[config.mk]
export PLATFORM = sky130hd
export DESIGN_NAME = multi_cycle_control
export DESIGN_NICKNAME = d
export VERILOG_FILES = /design/src/rtl/control_pkg.sv /design/src/rtl/multi_cycle_control.sv
export SDC_FILE = /design/constraint.sdc
export NUM_CORES = 1
export LEC_CHECK = 0
export CAP_MARGIN = 30
export CORE_MARGIN = 2
export CORE_UTILIZATION = 37
export CTS_BUF_LIST = sky130_fd_sc_hd__clkbuf_8
export DETAILED_ROUTE_END_ITERATION = 10
export PLACE_DENSITY = 0.87
export SYNTH_ARGS = -nofsm -noshare
export SYNTH_HDL_FRONTEND = slang
export SYNTH_SLANG_ARGS = --single-unit
[constraint.sdc]
create_clock -name clk -period 1.5 [get_ports clk]
set_clock_uncertainty 0.15 [all_clocks]
set_input_delay 0.15 -clock clk [delete_from_list [all_inputs] [get_ports clk]]
set_output_delay 0.15 -clock clk [all_outputs]
set_load 0.005 [all_outputs]
[src/rtl/control_pkg.sv]
// Shared encodings for the multi-cycle controller, the ALU control and the datapath.
package control_pkg;

  // Controller state encoding, also visible on the debug state port.
  typedef enum logic [3:0] {
    S_FETCH     = 4'd0,
    S_DECODE    = 4'd1,
    S_MEM_ADDR  = 4'd2,
    S_MEM_READ  = 4'd3,
    S_MEM_WB    = 4'd4,
    S_MEM_WRITE = 4'd5,
    S_EXEC_R    = 4'd6,
    S_EXEC_I    = 4'd7,
    S_ALU_WB    = 4'd8,
    S_BRANCH    = 4'd9,
    S_ILLEGAL   = 4'd10
  } state_t;

  // Major opcodes understood by the controller; everything else traps.
  localparam logic [6:0] OP_LOAD   = 7'b0000011;
  localparam logic [6:0] OP_STORE  = 7'b0100011;
  localparam logic [6:0] OP_RTYPE  = 7'b0110011;
  localparam logic [6:0] OP_ITYPE  = 7'b0010011;
  localparam logic [6:0] OP_BRANCH = 7'b1100011;

  // ALU operation request handed to the ALU control.
  localparam logic [1:0] ALU_OP_ADD   = 2'b00;
  localparam logic [1:0] ALU_OP_SUB   = 2'b01;
  localparam logic [1:0] ALU_OP_FUNCT = 2'b10;

  // ALU operand A select.
  localparam logic [1:0] SRC_A_PC     = 2'b00;
  localparam logic [1:0] SRC_A_REG    = 2'b01;
  localparam logic [1:0] SRC_A_OLD_PC = 2'b10;

  // ALU operand B select.
  localparam logic [1:0] SRC_B_REG  = 2'b00;
  localparam logic [1:0] SRC_B_FOUR = 2'b01;
  localparam logic [1:0] SRC_B_IMM  = 2'b10;

  // Result bus select.
  localparam logic [1:0] RES_ALU_OUT    = 2'b00;
  localparam logic [1:0] RES_MEM_DATA   = 2'b01;
  localparam logic [1:0] RES_ALU_RESULT = 2'b10;

  // Bundle of every control line driven by the controller.
  typedef struct packed {
    logic       mem_req;
    logic       mem_write;
    logic       i_or_d;
    logic       ir_write;
    logic       pc_write;
    logic       pc_write_cond;
    logic       reg_write;
    logic [1:0] alu_src_a;
    logic [1:0] alu_src_b;
    logic [1:0] alu_op;
    logic [1:0] result_src;
    logic       trap;
    logic       retire;
  } ctrl_t;

  localparam ctrl_t CTRL_IDLE = '0;

  // Where DECODE goes for a given opcode; unknown opcodes end in ILLEGAL.
  function automatic state_t decode_target(input logic [6:0] op);
    state_t target;
    case (op)
      OP_LOAD, OP_STORE: target = S_MEM_ADDR;
      OP_RTYPE:          target = S_EXEC_R;
      OP_ITYPE:          target = S_EXEC_I;
      OP_BRANCH:         target = S_BRANCH;
      default:           target = S_ILLEGAL;
    endcase
    return target;
  endfunction

endpackage

[src/rtl/multi_cycle_control.sv]
// Multi-cycle processor main controller: state register, next-state logic and
// output decode. FETCH write enables and the retire pulse depend on memReady
// in the same cycle, so outputs are decoded from the registered state.
module multi_cycle_control
  import control_pkg::*;
(
  input  logic       clk,
  input  logic       reset,
  input  logic [6:0] opcode,
  input  logic       memReady,
  output logic       memReq,
  output logic       memWrite,
  output logic       iOrD,
  output logic       irWrite,
  output logic       pcWrite,
  output logic       pcWriteCond,
  output logic       regWrite,
  output logic [1:0] aluSrcA,
  output logic [1:0] aluSrcB,
  output logic [1:0] aluOp,
  output logic [1:0] resultSrc,
  output logic       trap,
  output logic       retire,
  output logic [3:0] state
);

  state_t state_r;
  state_t next_s;
  ctrl_t  ctrl_s;

  // State register; reset forces FETCH immediately, aborting any instruction.
  always_ff @(posedge clk or posedge reset) begin
    if (reset) begin
      state_r <= S_FETCH;
    end else begin
      state_r <= next_s;
    end
  end

  // Next-state selection; memReady only matters in the memory-access states.
  always_comb begin
    next_s = state_r;
    case (state_r)
      S_FETCH: begin
        if (memReady) begin
          next_s = S_DECODE;
        end else begin
          next_s = S_FETCH;
        end
      end
      S_DECODE: next_s = decode_target(opcode);
      S_MEM_ADDR: begin
        if (opcode == OP_LOAD) begin
          next_s = S_MEM_READ;
        end else begin
          next_s = S_MEM_WRITE;
        end
      end
      S_MEM_READ: begin
        if (memReady) begin
          next_s = S_MEM_WB;
        end else begin
          next_s = S_MEM_READ;
        end
      end
      S_MEM_WRITE: begin
        if (memReady) begin
          next_s = S_FETCH;
        end else begin
          next_s = S_MEM_WRITE;
        end
      end
      S_MEM_WB:  next_s = S_FETCH;
      S_EXEC_R:  next_s = S_ALU_WB;
      S_EXEC_I:  next_s = S_ALU_WB;
      S_ALU_WB:  next_s = S_FETCH;
      S_BRANCH:  next_s = S_FETCH;
      S_ILLEGAL: next_s = S_ILLEGAL;
      default:   next_s = S_ILLEGAL;
    endcase
  end

  // Output decode; unlisted controls stay at zero in every state.
  always_comb begin
    ctrl_s = CTRL_IDLE;
    case (state_r)
      S_FETCH: begin
        ctrl_s.mem_req   = 1'b1;
        ctrl_s.alu_src_b = SRC_B_FOUR;
        if (memReady) begin
          ctrl_s.ir_write = 1'b1;
          ctrl_s.pc_write = 1'b1;
        end else begin
          ctrl_s.ir_write = 1'b0;
          ctrl_s.pc_write = 1'b0;
        end
      end
      S_DECODE: begin
        ctrl_s.alu_src_a = SRC_A_OLD_PC;
        ctrl_s.alu_src_b = SRC_B_IMM;
      end
      S_MEM_ADDR: begin
        ctrl_s.alu_src_a = SRC_A_REG;
        ctrl_s.alu_src_b = SRC_B_IMM;
      end
      S_MEM_READ: begin
        ctrl_s.mem_req = 1'b1;
        ctrl_s.i_or_d  = 1'b1;
      end
      S_MEM_WB: begin
        ctrl_s.reg_write  = 1'b1;
        ctrl_s.result_src = RES_MEM_DATA;
        ctrl_s.retire     = 1'b1;
      end
      S_MEM_WRITE: begin
        ctrl_s.mem_req   = 1'b1;
        ctrl_s.mem_write = 1'b1;
        ctrl_s.i_or_d    = 1'b1;
        if (memReady) begin
          ctrl_s.retire = 1'b1;
        end else begin
          ctrl_s.retire = 1'b0;
        end
      end
      S_EXEC_R: begin
        ctrl_s.alu_src_a = SRC_A_REG;
        ctrl_s.alu_op    = ALU_OP_FUNCT;
      end
      S_EXEC_I: begin
        ctrl_s.alu_src_a = SRC_A_REG;
        ctrl_s.alu_src_b = SRC_B_IMM;
        ctrl_s.alu_op    = ALU_OP_FUNCT;
      end
      S_ALU_WB: begin
        ctrl_s.reg_write = 1'b1;
        ctrl_s.retire    = 1'b1;
      end
      S_BRANCH: begin
        ctrl_s.alu_src_a     = SRC_A_REG;
        ctrl_s.alu_op        = ALU_OP_SUB;
        ctrl_s.pc_write_cond = 1'b1;
        ctrl_s.result_src    = RES_ALU_RESULT;
        ctrl_s.retire        = 1'b1;
      end
      S_ILLEGAL: begin
        ctrl_s.trap = 1'b1;
      end
      default: begin
        ctrl_s = CTRL_IDLE;
      end
    endcase
  end

  assign memReq      = ctrl_s.mem_req;
  assign memWrite    = ctrl_s.mem_write;
  assign iOrD        = ctrl_s.i_or_d;
  assign irWrite     = ctrl_s.ir_write;
  assign pcWrite     = ctrl_s.pc_write;
  assign pcWriteCond = ctrl_s.pc_write_cond;
  assign regWrite    = ctrl_s.reg_write;
  assign aluSrcA     = ctrl_s.alu_src_a;
  assign aluSrcB     = ctrl_s.alu_src_b;
  assign aluOp       = ctrl_s.alu_op;
  assign resultSrc   = ctrl_s.result_src;
  assign trap        = ctrl_s.trap;
  assign retire      = ctrl_s.retire;
  assign state       = state_r;

endmodule

==> results of run 1 <==
==> what timing repair did <==
item,CTS
buffers inserted,14
hold buffers,1
pin swaps,7
endpoints found under the setup margin,23
gates resized for setup,89
endpoints found under the hold margin,4
==> through the flow <==
step	cells	worst slack, ps	cell area, um^2	hold slack [ps]	setup TNS, ps
2_1_floorplan	67	24.5	507	-234	0
3_3_place_gp	132	-307	981	186	-4040
3_5_place_dp	132	-394	981	196	-4790
4_1_cts	149	-212	1190	476	-1750
==> cell families after synthesis <==
kind of cell,synth area share [%]
simple gates,42.5
xor+xnor,1.76
flops,20.1
buf+inv,11.8
compound gates,21.9
mux,2.01
==> results by group, run 1 <==
Clocking
  – Clock Tree Buf Depth: 2
  – CTS H-tree depth: 1
  – CTS Root Cell: clkbuf_8
  – Num Clock Sinks: 4
  – Total CTS buffers: 3

STA
  – Worst_ep grt: irWrite
  – Worst End Pin Type: primary output

Logic synthesis
  – Post-Syn Area: approximately 500 um^2
  – Post-synth EDFFs: 0
  – #FFs+latches synth: 4
  – Yosys cell types: 33
  – FFs w/ async S/R, synth: 100%
  – Commonest cells in the netlist: nor2_1 (7), a21oi_1 (6), buf_4 (5), nor3_1 (5), o21ai_1 (5)
  – Synth area leaders: dfrtp_1 (20%), buf_4 (7.5%), a21oi_1 (6.0%), nor2_1 (5.3%), nand2b_1 (5.0%)
  – Most frequent cell after synthesis: nor2_1
  – Main synth FF type: dfrtp_1
  – Syn_nets: between 70 and 80
  – Yosys top cell area share: between 20% and 30%
  – YS warnings: 0
  – Register area share after synthesis: 20.1%
  – Post-synth top area cell: dfrtp_1
  – Synth Instances: 67
  – Avg Inst Size Synth: about 7.4 um^2

Placement
  – Port-buffer cells: 30
  – Final HPWL from detailed placement: 1340 um
  – RD Place Congestion: between 0.7 and 0.8

GRT
  – Largest net degree at the start of global routing: 8
  – Initial antenna violation count: 0

Die
  – Row count: 13
  – Io pins: 31
  – Starting density of the core: about two fifths
  – Die X: approximately 41 um
  – Die H: between 40 and 50 um

Outcome
  – Run Error: [ERROR DPL-0033] detailed placement checks failed during check placement.
  – Status: did not finish
  – Stop stage: global routing (5_1_grt)
==> run 2: changes to the inputs <==
--- a/config.mk
+++ b/config.mk
@@ -6,11 +6,10 @@
 export NUM_CORES = 1
 export LEC_CHECK = 0
 export CAP_MARGIN = 30
-export CORE_MARGIN = 2
-export CORE_UTILIZATION = 37
-export CTS_BUF_LIST = sky130_fd_sc_hd__clkbuf_8
+export CORE_AREA = 2 2 63 65
 export DETAILED_ROUTE_END_ITERATION = 10
-export PLACE_DENSITY = 0.87
+export DIE_AREA = 0 0 65 67
+export PLACE_DENSITY_LB_ADDON = 0.15
 export SYNTH_ARGS = -nofsm -noshare
 export SYNTH_HDL_FRONTEND = slang
 export SYNTH_SLANG_ARGS = --single-unit
==> results by group, run 2 <==
Logic synthesis
  – Post-Syn Area: 498 um^2 (unchanged)
  – Yosys top cell area share: 20.1% (unchanged)
  – Post-synth EDFFs: 0 (unchanged)
  – Commonest cells in the netlist: nor2_1 (7), a21oi_1 (6), buf_4 (5), nor3_1 (5), o21ai_1 (5) (unchanged)
  – Yosys cell types: 33 (unchanged)
  – Avg Inst Size Synth: 7.43 um^2 (unchanged)
  – Synth Instances: 67 (unchanged)
  – YS warnings: 0 (unchanged)
  – FFs w/ async S/R, synth: 100% (unchanged)
  – Synth area leaders: dfrtp_1 (20%), buf_4 (7.5%), a21oi_1 (6.0%), nor2_1 (5.3%), nand2b_1 (5.0%) (unchanged)
  – Register area share after synthesis: 20.1% (unchanged)
  – Post-synth top area cell: dfrtp_1 (unchanged)
  – Main synth FF type: dfrtp_1 (unchanged)
  – #FFs+latches synth: 4 (unchanged)
  – Syn_nets: 77 (unchanged)
  – Most frequent cell after synthesis: nor2_1 (unchanged)

Placement
  – Place WS: -327 ps (was -394 ps)
  – Port-buffer cells: 30 (unchanged)
  – Placed Instance Area: 997 um^2 (was 981 um^2)
  – Final HPWL from detailed placement: 1350 um (was 1340 um)
  – RD Place Congestion: 0.705 (was 0.746)

Outcome
  – Failing checks: setup timing
  – Status: finished with violations (was did not finish)

Route
  – Via density: approximately 3.9
  – First-pass DRT Iterations: 4
  – Wirelength per Cell: a little over 10 um
  – Routed WL: between 1500 and 2000 um
  – DRT iter0 DRCs: 19
  – Detail Route Antenna Nets: 0
  – Vias: ~690
  – # DRC: 0

Power
  – PD cells: about 1900 mW/mm^2
  – Pleak: 0.593 nW
  – Post-layout power: roughly 2.4 mW
  – Pint: about 1.5 mW
  – Reg power frac: ~9.0%
  – Comb pwr share: between 80% and 90%
  – Clock power frac: just over 9%
  – Net Switching: 0.881 mW
  – Peak VDD IR: just over 0.4 mV
  – Net Sw Frac: a little under two fifths

Worst hold path
  – Worst hold path class: input port to flop
  – Min-Delay Endpoint: state[2]
  – Hold_sp: opcode[4]
  – Hold Path Depth: 3

Final layout
  – P&R area growth vs syn: 154%
  – Most frequent cells in the layout: buf_6 (20), buf_4 (16), buf_2 (15)
  – Largest register FFs: 4
  – Multi-input gate area: between 400 and 500 um^2
  – FF+latch area: approximately 110 um^2
  – Fin nets: around 140
  – Diodes inserted: 0
  – Final Cell Area: between 0.001 and 0.0015 mm^2
  – Most common cell after layout, fill and taps aside: buf_6
  – Filler Cell Count: between 300 and 400
  – Layout cells sized above 1: between 60% and 70%

Clocking
  – Clock-pin slew on the worst setup and hold paths: 30 ps
  – CTS H-tree depth: 1 (unchanged)
  – Total CTS buffers: 3 (unchanged)
  – CTS Root Cell: clkbuf_8 (unchanged)
  – Worst-Skew Late Latency: between 200 and 250 ps
  – CTS tree: done
  – Num Clock Sinks: 4 (unchanged)
  – Clock Tree Buf Depth: 2 (unchanged)

GRT
  – Initial antenna violation count: 0
  – Largest net degree at the start of global routing: 8
  – Grt ovf: 0
  – First-pass GRT wire length: about 3000 um
  – Vias in the first global route: ~690
  – GR Util All Layers: about 9.0%

Setup path
  – Worst setup EP type: output port
  – Worst setup SP type: flop
  – Reg2Reg Launch Point: state[1]
  – Worst reg2reg path depth: 7
  – CP Data Required Time: 1200 ps
  – Critical path arrival: approximately 1400 ps
  – CP max FO: 4
  – Reg2Reg Capture Point: state[1]
  – Reg2Reg Setup Slack: -60 ps
  – Setup CP Type: flop to output port

STA
  – Max frequency: 605 MHz
  – Max-slew violations: 0
  – Final setup violation count: 14
  – Setup TNS: -1190 ps
  – Fin crit period: 1650 ps
  – Final hold vios: 0
  – RSZ-0062 raised after global routing: yes
  – Fin Hold WS: around 500 ps
  – Worst-Margin Slew: 354 ps
  – Worst setup margin: -153 ps
  – Max-Slew Margin vs Limit: approximately 76%
  – Final period util: 110%

Die
  – Die H: 67 um (was 40.7 um)
  – Row count: 22 (was 13)
  – Die ar.: roughly 0.0044 mm^2
  – Io pins: 31 (unchanged)
  – Area of the core: around 0.0036 mm^2
  – Starting density of the core: 13.8% (was 38.8%)
  – Die X: 65 um (was 40.7 um)

Flow run
  – Max Cap Violations: 0
==> run 2: cell counts after synthesis <==
No cell type changed its count.
==> run 2: kinds of logic (layout without fill, tap and decap cells) <==
family | Yosys count | in the layout | share of synthesized area [%]
AOI/OAI and AO/OA | 18 | 18 | 21.9
muxes | 1 | 1 | 2.01
DFF | 4 | 4 | 20.1
buffers and inverters | 10 | 73 | 11.8
xor gates and xnor gates | 1 | 1 | 1.76
and+or+nand+nor | 33 | 33 | 42.5
==> run 2: timing repair <==
item | CTS | global route
hold buffers | 1 | 0
cloned | 0 | 0
gates resized for setup | 106 | 10
endpoints found under the setup margin | 24 | 19
endpoints found under the hold margin | 4 | 0
buffers inserted | 13 | 1
pin swaps | 9 | 5
==> run 2: worst max path at each step <==
stage	from	end	cells past startpoint
floorplan	state[3]	pcWrite	4
global placement	state[2]	regWrite	4
detailed placement	state[0]	irWrite	4
CTS	state[1]	irWrite	5
global route	state[1]	irWrite	5
finish	state[2]	memReq	5
==> run 2: through the flow <==
| step | instances | util (%) |
|---|---|---|
| after floorplan | 67 | - |
| after global placement | 160 | 27.7 |
| after detailed placement | 160 | 27.7 |
| after CTS | 177 | 33.7 |
| after global routing | 178 | 35.1 |
| final | 178 | 35.1 |
==> run 2: critical path, stage by stage, from the launching register on <==
cell	delay, ps
dfrtp_2	430
buf_6	130
xor2_1	130
and2_4	140
or2_1	190
buf_2	120
==> run 2: per-layer routing <==
metal	wire, um	vias up	track usage, %
met5	0	-	0
met1	773	297	10.4
met3	125	2	1.35
met4	19	0	5.59
met2	876	27	15.5
li1	-	362	-
==> run 2: power groups by stage <==
stage / logic, mW / clock network [mW] / registers [mW]
detailed placement: 1.43 / 0 / 0.262
global route: 2.12 / 0.238 / 0.224
floorplan: 0.640 / 0 / 0.203
finish: 1.96 / 0.221 / 0.216
global placement: 1.44 / 0 / 0.258
CTS: 1.86 / 0.229 / 0.213
==> run 2: area by class of cell <==
cell class | count | share of cell area (%)
clock buffer | 3 | 3.26
inverter | 3 | 1.48
sequential | 4 | 8.30
multi-input combinational | 53 | 35.1
tap | 48 | 4.74
timing repair buffer | 67 | 47.1
Note: power is estimated with default switching activity, not from simulation.
==> run 3: changes to the inputs <==
--- a/config.mk
+++ b/config.mk
@@ -9,7 +9,6 @@
 export CORE_AREA = 2 2 63 65
 export DETAILED_ROUTE_END_ITERATION = 10
 export DIE_AREA = 0 0 65 67
-export PLACE_DENSITY_LB_ADDON = 0.15
 export SYNTH_ARGS = -nofsm -noshare
 export SYNTH_HDL_FRONTEND = slang
 export SYNTH_SLANG_ARGS = --single-unit
==> results by group, run 3 (same netlist as run 2, synthesis figures left out) <==
Setup path
  – Setup CP Type: flop to output port (unchanged)
  – Worst setup SP type: flop (unchanged)
  – Reg2Reg Capture Point: state[1] (unchanged)
  – Reg2Reg Setup Slack: -100 ps (was -60 ps)
  – CP max FO: 3 (was 4)
  – Worst setup EP type: output port (unchanged)
  – Worst reg2reg path depth: 7 (unchanged)
  – Reg2Reg Launch Point: state[1] (unchanged)
  – CP Data Required Time: 1200 ps (about the same)
  – Critical path arrival: 1450 ps (was 1350 ps)

Power
  – Clock power frac: 9.6% (was 9.2%)
  – Pleak: 0.581 nW (was 0.593 nW)
  – Reg power frac: 10.5% (was 9.0%)
  – PD cells: 1890 mW/mm^2 (about the same)
  – Net Switching: 0.880 mW (was 0.881 mW)
  – Peak VDD IR: 0.486 mV (was 0.411 mV)
  – Post-layout power: 2.37 mW (was 2.39 mW)
  – Comb pwr share: 80.0% (was 81.7%)
  – Net Sw Frac: 37.1% (was 36.8%)
  – Pint: 1.49 mW (was 1.51 mW)

Final layout
  – P&R area growth vs syn: 152% (was 154%)
  – Most frequent cells in the layout: buf_4 (21), buf_6 (18), clkdlybuf4s50_1 (9), buf_2 (9) (was buf_6 (20), buf_4 (16), buf_2 (15))
  – Filler Cell Count: 396 (was 394)
  – Core Util, Final: 34.8% (was 35.1%)
  – Fin nets: 143 (was 142)
  – Cell Count, Final, Fillers Out: 179 (was 178)
  – Largest register FFs: 4 (unchanged)
  – Most common cell after layout, fill and taps aside: buf_4 (was buf_6)
  – Layout cells sized above 1: 59.5% (was 63.1%)
  – Diodes inserted: 0 (unchanged)

Route
  – DRT iter0 DRCs: 11 (was 19)
  – Vias: 745 (was 688)
  – # DRC: 0 (unchanged)
  – Routed WL: 1900 um (was 1800 um)
  – Via density: 4.16 (was 3.87)
  – First-pass DRT Iterations: 2 (was 4)
  – Wirelength per Cell: 10.6 um (was 10.1 um)
  – Detail Route Antenna Nets: 0 (unchanged)

Placement
  – Place WS: -384 ps (was -327 ps)
  – Port-buffer cells: 30 (unchanged)
  – Cell Count Post-Placement: 161 (was 160)
  – Final HPWL from detailed placement: 1380 um (was 1350 um)
  – RD Place Congestion: 0.751 (was 0.705)

Worst hold path
  – Worst hold path class: input port to flop (unchanged)
  – Min-Delay Endpoint: state[2] (unchanged)
  – Hold_sp: opcode[4] (unchanged)
  – Hold Path Depth: 3 (unchanged)

Die
  – Starting density of the core: 13.8% (unchanged)
  – Row count: 22 (unchanged)
  – Io pins: 31 (unchanged)
  – Area of the core: 0.00361 mm^2 (unchanged)
  – Die X: 65 um (unchanged)
  – Die ar.: 0.00436 mm^2 (unchanged)
  – Die H: 67 um (unchanged)

STA
  – Max frequency: 573 MHz (was 605 MHz)
  – Max-slew violations: 0 (unchanged)
  – Worst setup margin: -246 ps (was -153 ps)
  – Max-Slew Margin vs Limit: 73.7% (was 76.2%)
  – Final period util: 116% (was 110%)
  – Fin crit period: 1750 ps (was 1650 ps)
  – RSZ-0062 raised after global routing: yes (unchanged)
  – Final setup violation count: 20 (was 14)
  – Worst-Margin Slew: 391 ps (was 354 ps)
  – Final hold vios: 0 (unchanged)
  – Setup TNS: -2090 ps (was -1190 ps)

Clocking
  – Clock-pin slew on the worst setup and hold paths: 30 ps (about the same)
  – CTS H-tree depth: 1 (unchanged)
  – Worst-Skew Late Latency: 220 ps (was 210 ps)
  – Clock Tree Buf Depth: 2 (unchanged)
  – Total CTS buffers: 3 (unchanged)
  – Num Clock Sinks: 4 (unchanged)
  – CTS Root Cell: clkbuf_8 (unchanged)
  – CTS tree: done (unchanged)

Outcome
  – Failing checks: setup timing (unchanged)
  – Status: finished with violations (unchanged)

Flow run
  – Max Cap Violations: 0 (unchanged)

GRT
  – Initial antenna violation count: 0 (unchanged)
  – Largest net degree at the start of global routing: 8 (unchanged)
  – GR Util All Layers: 8.91% (was 8.97%)
  – Grt ovf: 0 (unchanged)
  – Vias in the first global route: 727 (was 691)
  – First-pass GRT wire length: 3020 um (was 3010 um)
==> run 3: cell count changes in the layout (fill, tap and decap cells not counted), sizes merged <==
cell	change
dlygate4sd2	+2
clkdlybuf4s15	+2
clkbuf	+1
clkdlybuf4s50	-1
buf	-3
==> run 3: worst max path at each step <==
stage | from | to | slack [ps] | depth (start not counted)
floorplan | state[3] | pcWrite | 20 | 4
global placement | state[0] | irWrite | -310 | 4
detailed placement | state[0] | irWrite | -380 | 4
CTS | state[1] | memReq | -250 | 6
global route | state[1] | memReq | -290 | 6
finish | state[1] | memReq | -250 | 6
==> run 3: routing by layer <==
metal  global-route usage, %  part of all wire [%]  wire, um
met4                    4.79                   1.1        21
met2                    17.5                    54      1030
met1                    9.30                    40       753
met3                   0.676                   4.8        91
met5                       0                     0         0
==> run 3: repair_timing <==
action                     in CTS  in global routing
setup buffers                  13                  2
pin swaps                       5                  4
setup endpoints to repair      23                 21
gates resized for setup        93                 10
hold endpoints to repair        4                  0
hold buffers                    1                  0
==> run 3: through the flow <==
stage / hold WS (ps) / area (um^2)
5_1_grt: 529 / 1260
4_1_cts: 490 / 1220
2_1_floorplan: -234 / 507
6_report: 492 / 1260
3_3_place_gp: 200 / 992
3_5_place_dp: 206 / 992
==> run 3: area by class of cell <==
type / count / area (um^2) / share of cell area [%]
Clock buffer: 3 / 41.3 / 3.29
Multi-Input combinational cell: 53 / 423 / 33.7
Timing Repair Buffer: 68 / 616 / 49.0
Tap cell: 48 / 60.1 / 4.78
Inverter: 3 / 11.3 / 0.896
Sequential cell: 4 / 105 / 8.37
==> run 3: power by group through the flow <==
stage	Clock (mW)	Sequential [mW]	Combinational, mW
global placement	0	0.245	1.41
finish	0.227	0.248	1.90
detailed placement	0	0.250	1.43
global route	0.241	0.254	2.06
CTS	0.234	0.239	1.82
floorplan	0	0.203	0.640
==> run 3: critical path, stage by stage, from the launching register on <==
cell and delay [ps]:
dfrtp_2 420, buf_6 120, xor2_1 130, and2_4 140, buf_6 100, or2_1 190, buf_2 120
==> run 4: changes to the inputs <==
--- a/config.mk
+++ b/config.mk
@@ -9,6 +9,7 @@
 export CORE_AREA = 2 2 63 65
 export DETAILED_ROUTE_END_ITERATION = 10
 export DIE_AREA = 0 0 65 67
+export PLACE_DENSITY_LB_ADDON = 0.25
 export SYNTH_ARGS = -nofsm -noshare
 export SYNTH_HDL_FRONTEND = slang
 export SYNTH_SLANG_ARGS = --single-unit
==> results by group, run 4 (same netlist as run 2, synthesis figures left out) <==
Outcome
  – Status: finished with violations (unchanged)
  – Failing checks: setup timing (unchanged)

Placement
  – Place WS: -353 ps (was -384 ps)
  – RD Place Congestion: 0.729 (was 0.751)
  – Port-buffer cells: 30 (unchanged)
  – Final HPWL from detailed placement: 1350 um (was 1380 um)
  – Cell Count Post-Placement: 162 (was 161)

STA
  – Final setup violation count: 18 (was 20)
  – RSZ-0062 raised after global routing: yes (unchanged)
  – Fin crit period: 1680 ps (was 1750 ps)
  – Final hold vios: 0 (unchanged)
  – Max frequency: 595 MHz (was 573 MHz)
  – Worst-Margin Slew: 368 ps (was 391 ps)
  – Worst setup margin: -180 ps (was -246 ps)
  – Final period util: 112% (was 116%)
  – Max-Slew Margin vs Limit: 75.3% (was 73.7%)
  – Max-slew violations: 0 (unchanged)

Worst hold path
  – Worst hold path class: input port to flop (unchanged)

Final layout
  – Diodes inserted: 0 (unchanged)
  – Most frequent cells in the layout: buf_6 (29), buf_4 (17), buf_2 (13) (was buf_4 (21), buf_6 (18), clkdlybuf4s50_1 (9), buf_2 (9))
  – Most common cell after layout, fill and taps aside: buf_6 (was buf_4)
  – Cell Count, Final, Fillers Out: 184 (was 179)
  – Layout cells sized above 1: 66.9% (was 59.5%)
  – Fin nets: 148 (was 143)
  – Largest register FFs: 4 (unchanged)
  – Filler Cell Count: 371 (was 396)
  – P&R area growth vs syn: 171% (was 152%)

Power
  – Net Sw Frac: 37.9% (was 37.1%)
  – Net Switching: 0.990 mW (was 0.880 mW)
  – Reg power frac: 8.7% (was 10.5%)
  – Post-layout power: 2.61 mW (was 2.37 mW)
  – Peak VDD IR: 0.462 mV (was 0.486 mV)
  – Pleak: 0.634 nW (was 0.581 nW)
  – PD cells: 1930 mW/mm^2 (was 1890 mW/mm^2)
  – Comb pwr share: 82.6% (was 80.0%)
  – Clock power frac: 8.7% (was 9.6%)
  – Pint: 1.62 mW (was 1.49 mW)

Clocking
  – Clock Tree Buf Depth: 2 (unchanged)
  – Total CTS buffers: 3 (unchanged)
  – Clock-pin slew on the worst setup and hold paths: 30 ps (about the same)
  – CTS tree: done (unchanged)
  – Worst-Skew Late Latency: 220 ps (about the same)
  – CTS H-tree depth: 1 (unchanged)
  – CTS Root Cell: clkbuf_8 (unchanged)
  – Num Clock Sinks: 4 (unchanged)

Setup path
  – Worst setup EP type: output port (unchanged)
  – Critical path arrival: 1380 ps (was 1450 ps)
  – Reg2Reg Setup Slack: -50 ps (was -100 ps)
  – Setup CP Type: flop to output port (unchanged)
  – Reg2Reg Capture Point: state[2] (was state[1])
  – CP Data Required Time: 1200 ps (about the same)
  – Reg2Reg Launch Point: state[0] (was state[1])
  – CP max FO: 4 (was 3)
  – Worst reg2reg path depth: 7 (unchanged)
  – CP Capture Point: memReq (unchanged)
  – Crit path launch: state[2] (was state[1])
  – Worst setup SP type: flop (unchanged)

Die
  – Starting density of the core: 13.8% (unchanged)
  – Die H: 67 um (unchanged)
  – Area of the core: 0.00361 mm^2 (unchanged)
  – Die X: 65 um (unchanged)
  – Row count: 22 (unchanged)
  – Die ar.: 0.00436 mm^2 (unchanged)
  – Io pins: 31 (unchanged)

Route
  – First-pass DRT Iterations: 4 (was 2)
  – Vias: 747 (was 745)
  – # DRC: 0 (unchanged)
  – DR top layer: met4 (unchanged)
  – DRT iter0 DRCs: 20 (was 11)
  – Wirelength per Cell: 11.0 um (was 10.6 um)
  – Routed WL: 2030 um (was 1900 um)
  – M1 WL: 747 um (was 753 um)
  – Via density: 4.06 (was 4.16)
  – Met3 wire length: 101 um (was 91 um)
  – Detail Route Antenna Nets: 0 (unchanged)
  – Met2 routed WL: 1140 um (was 1030 um)

GRT
  – Initial antenna violation count: 0 (unchanged)
  – Grt ovf: 0 (unchanged)
  – GR Util All Layers: 10.1% (was 8.91%)
  – Largest net degree at the start of global routing: 6 (was 8)
  – First-pass GRT wire length: 3360 um (was 3020 um)
  – Vias in the first global route: 798 (was 727)

Flow run
  – Max Cap Violations: 0 (unchanged)
## run 4: routing by layer
layer | global-route usage, % | vias up
met2 | 20.0 | 22
met4 | 4.79 | 0
met1 | 9.60 | 340
met3 | 2.70 | 5
met5 | 0 | -
li1 | - | 380
## run 4: how the worst min path moves through the flow
stage,startpoint,endpoint,cells after the start
finish,opcode[4],state[2],3
global route,opcode[4],state[2],3
CTS,opcode[4],state[2],3
detailed placement,reset,state[2],2
global placement,reset,state[3],2
floorplan,reset,state[0],1
## run 4: what timing repair did
action | 4_1_cts | 5_1_grt
endpoints found under the hold margin | 4 | 0
buffers inserted | 17 | 4
cloned | 0 | 0
pin swaps | 8 | 6
gates resized for setup | 109 | 29
setup endpoints to repair | 22 | 22
hold buffers | 1 | 0
## run 4: critical path: stages, from the launching register on
cell     delay, ps
dfrtp_2        420
buf_6          120
xor2_1         150
and2_4         140
or2_1          190
buf_2          120
## run 4: metrics by stage
step / setup TNS (ps) / hold slack (ps) / utilization (%) / area (um^2)
global placement: -4850 / 197 / 27.7 / 1000
CTS: -1950 / 485 / 35.1 / 1260
global route: -2800 / 521 / 37.5 / 1350
floorplan: 0 / -234 / - / 507
detailed placement: -5050 / 207 / 27.7 / 1000
finish: -1660 / 484 / 37.5 / 1350
## run 4: final cells by class
type	instances	area (um^2)	area share (%)
clock buffers	3	41.3	3.06
inverters	3	23.8	1.76
multi-input cells	53	472	34.9
flip-flops and latches	4	104	7.69
well taps	48	60.1	4.44
repair buffers	73	651	48.1
## run 4: power by group through the flow
stage                     registers [mW]  logic [mW]  clock network, mW
after global placement             0.238        1.44                  0
after floorplan                    0.203       0.640                  0
after global routing               0.237        2.33              0.246
after detailed placement           0.243        1.44                  0
final                              0.226        2.16              0.228
after CTS                          0.208        1.93              0.233
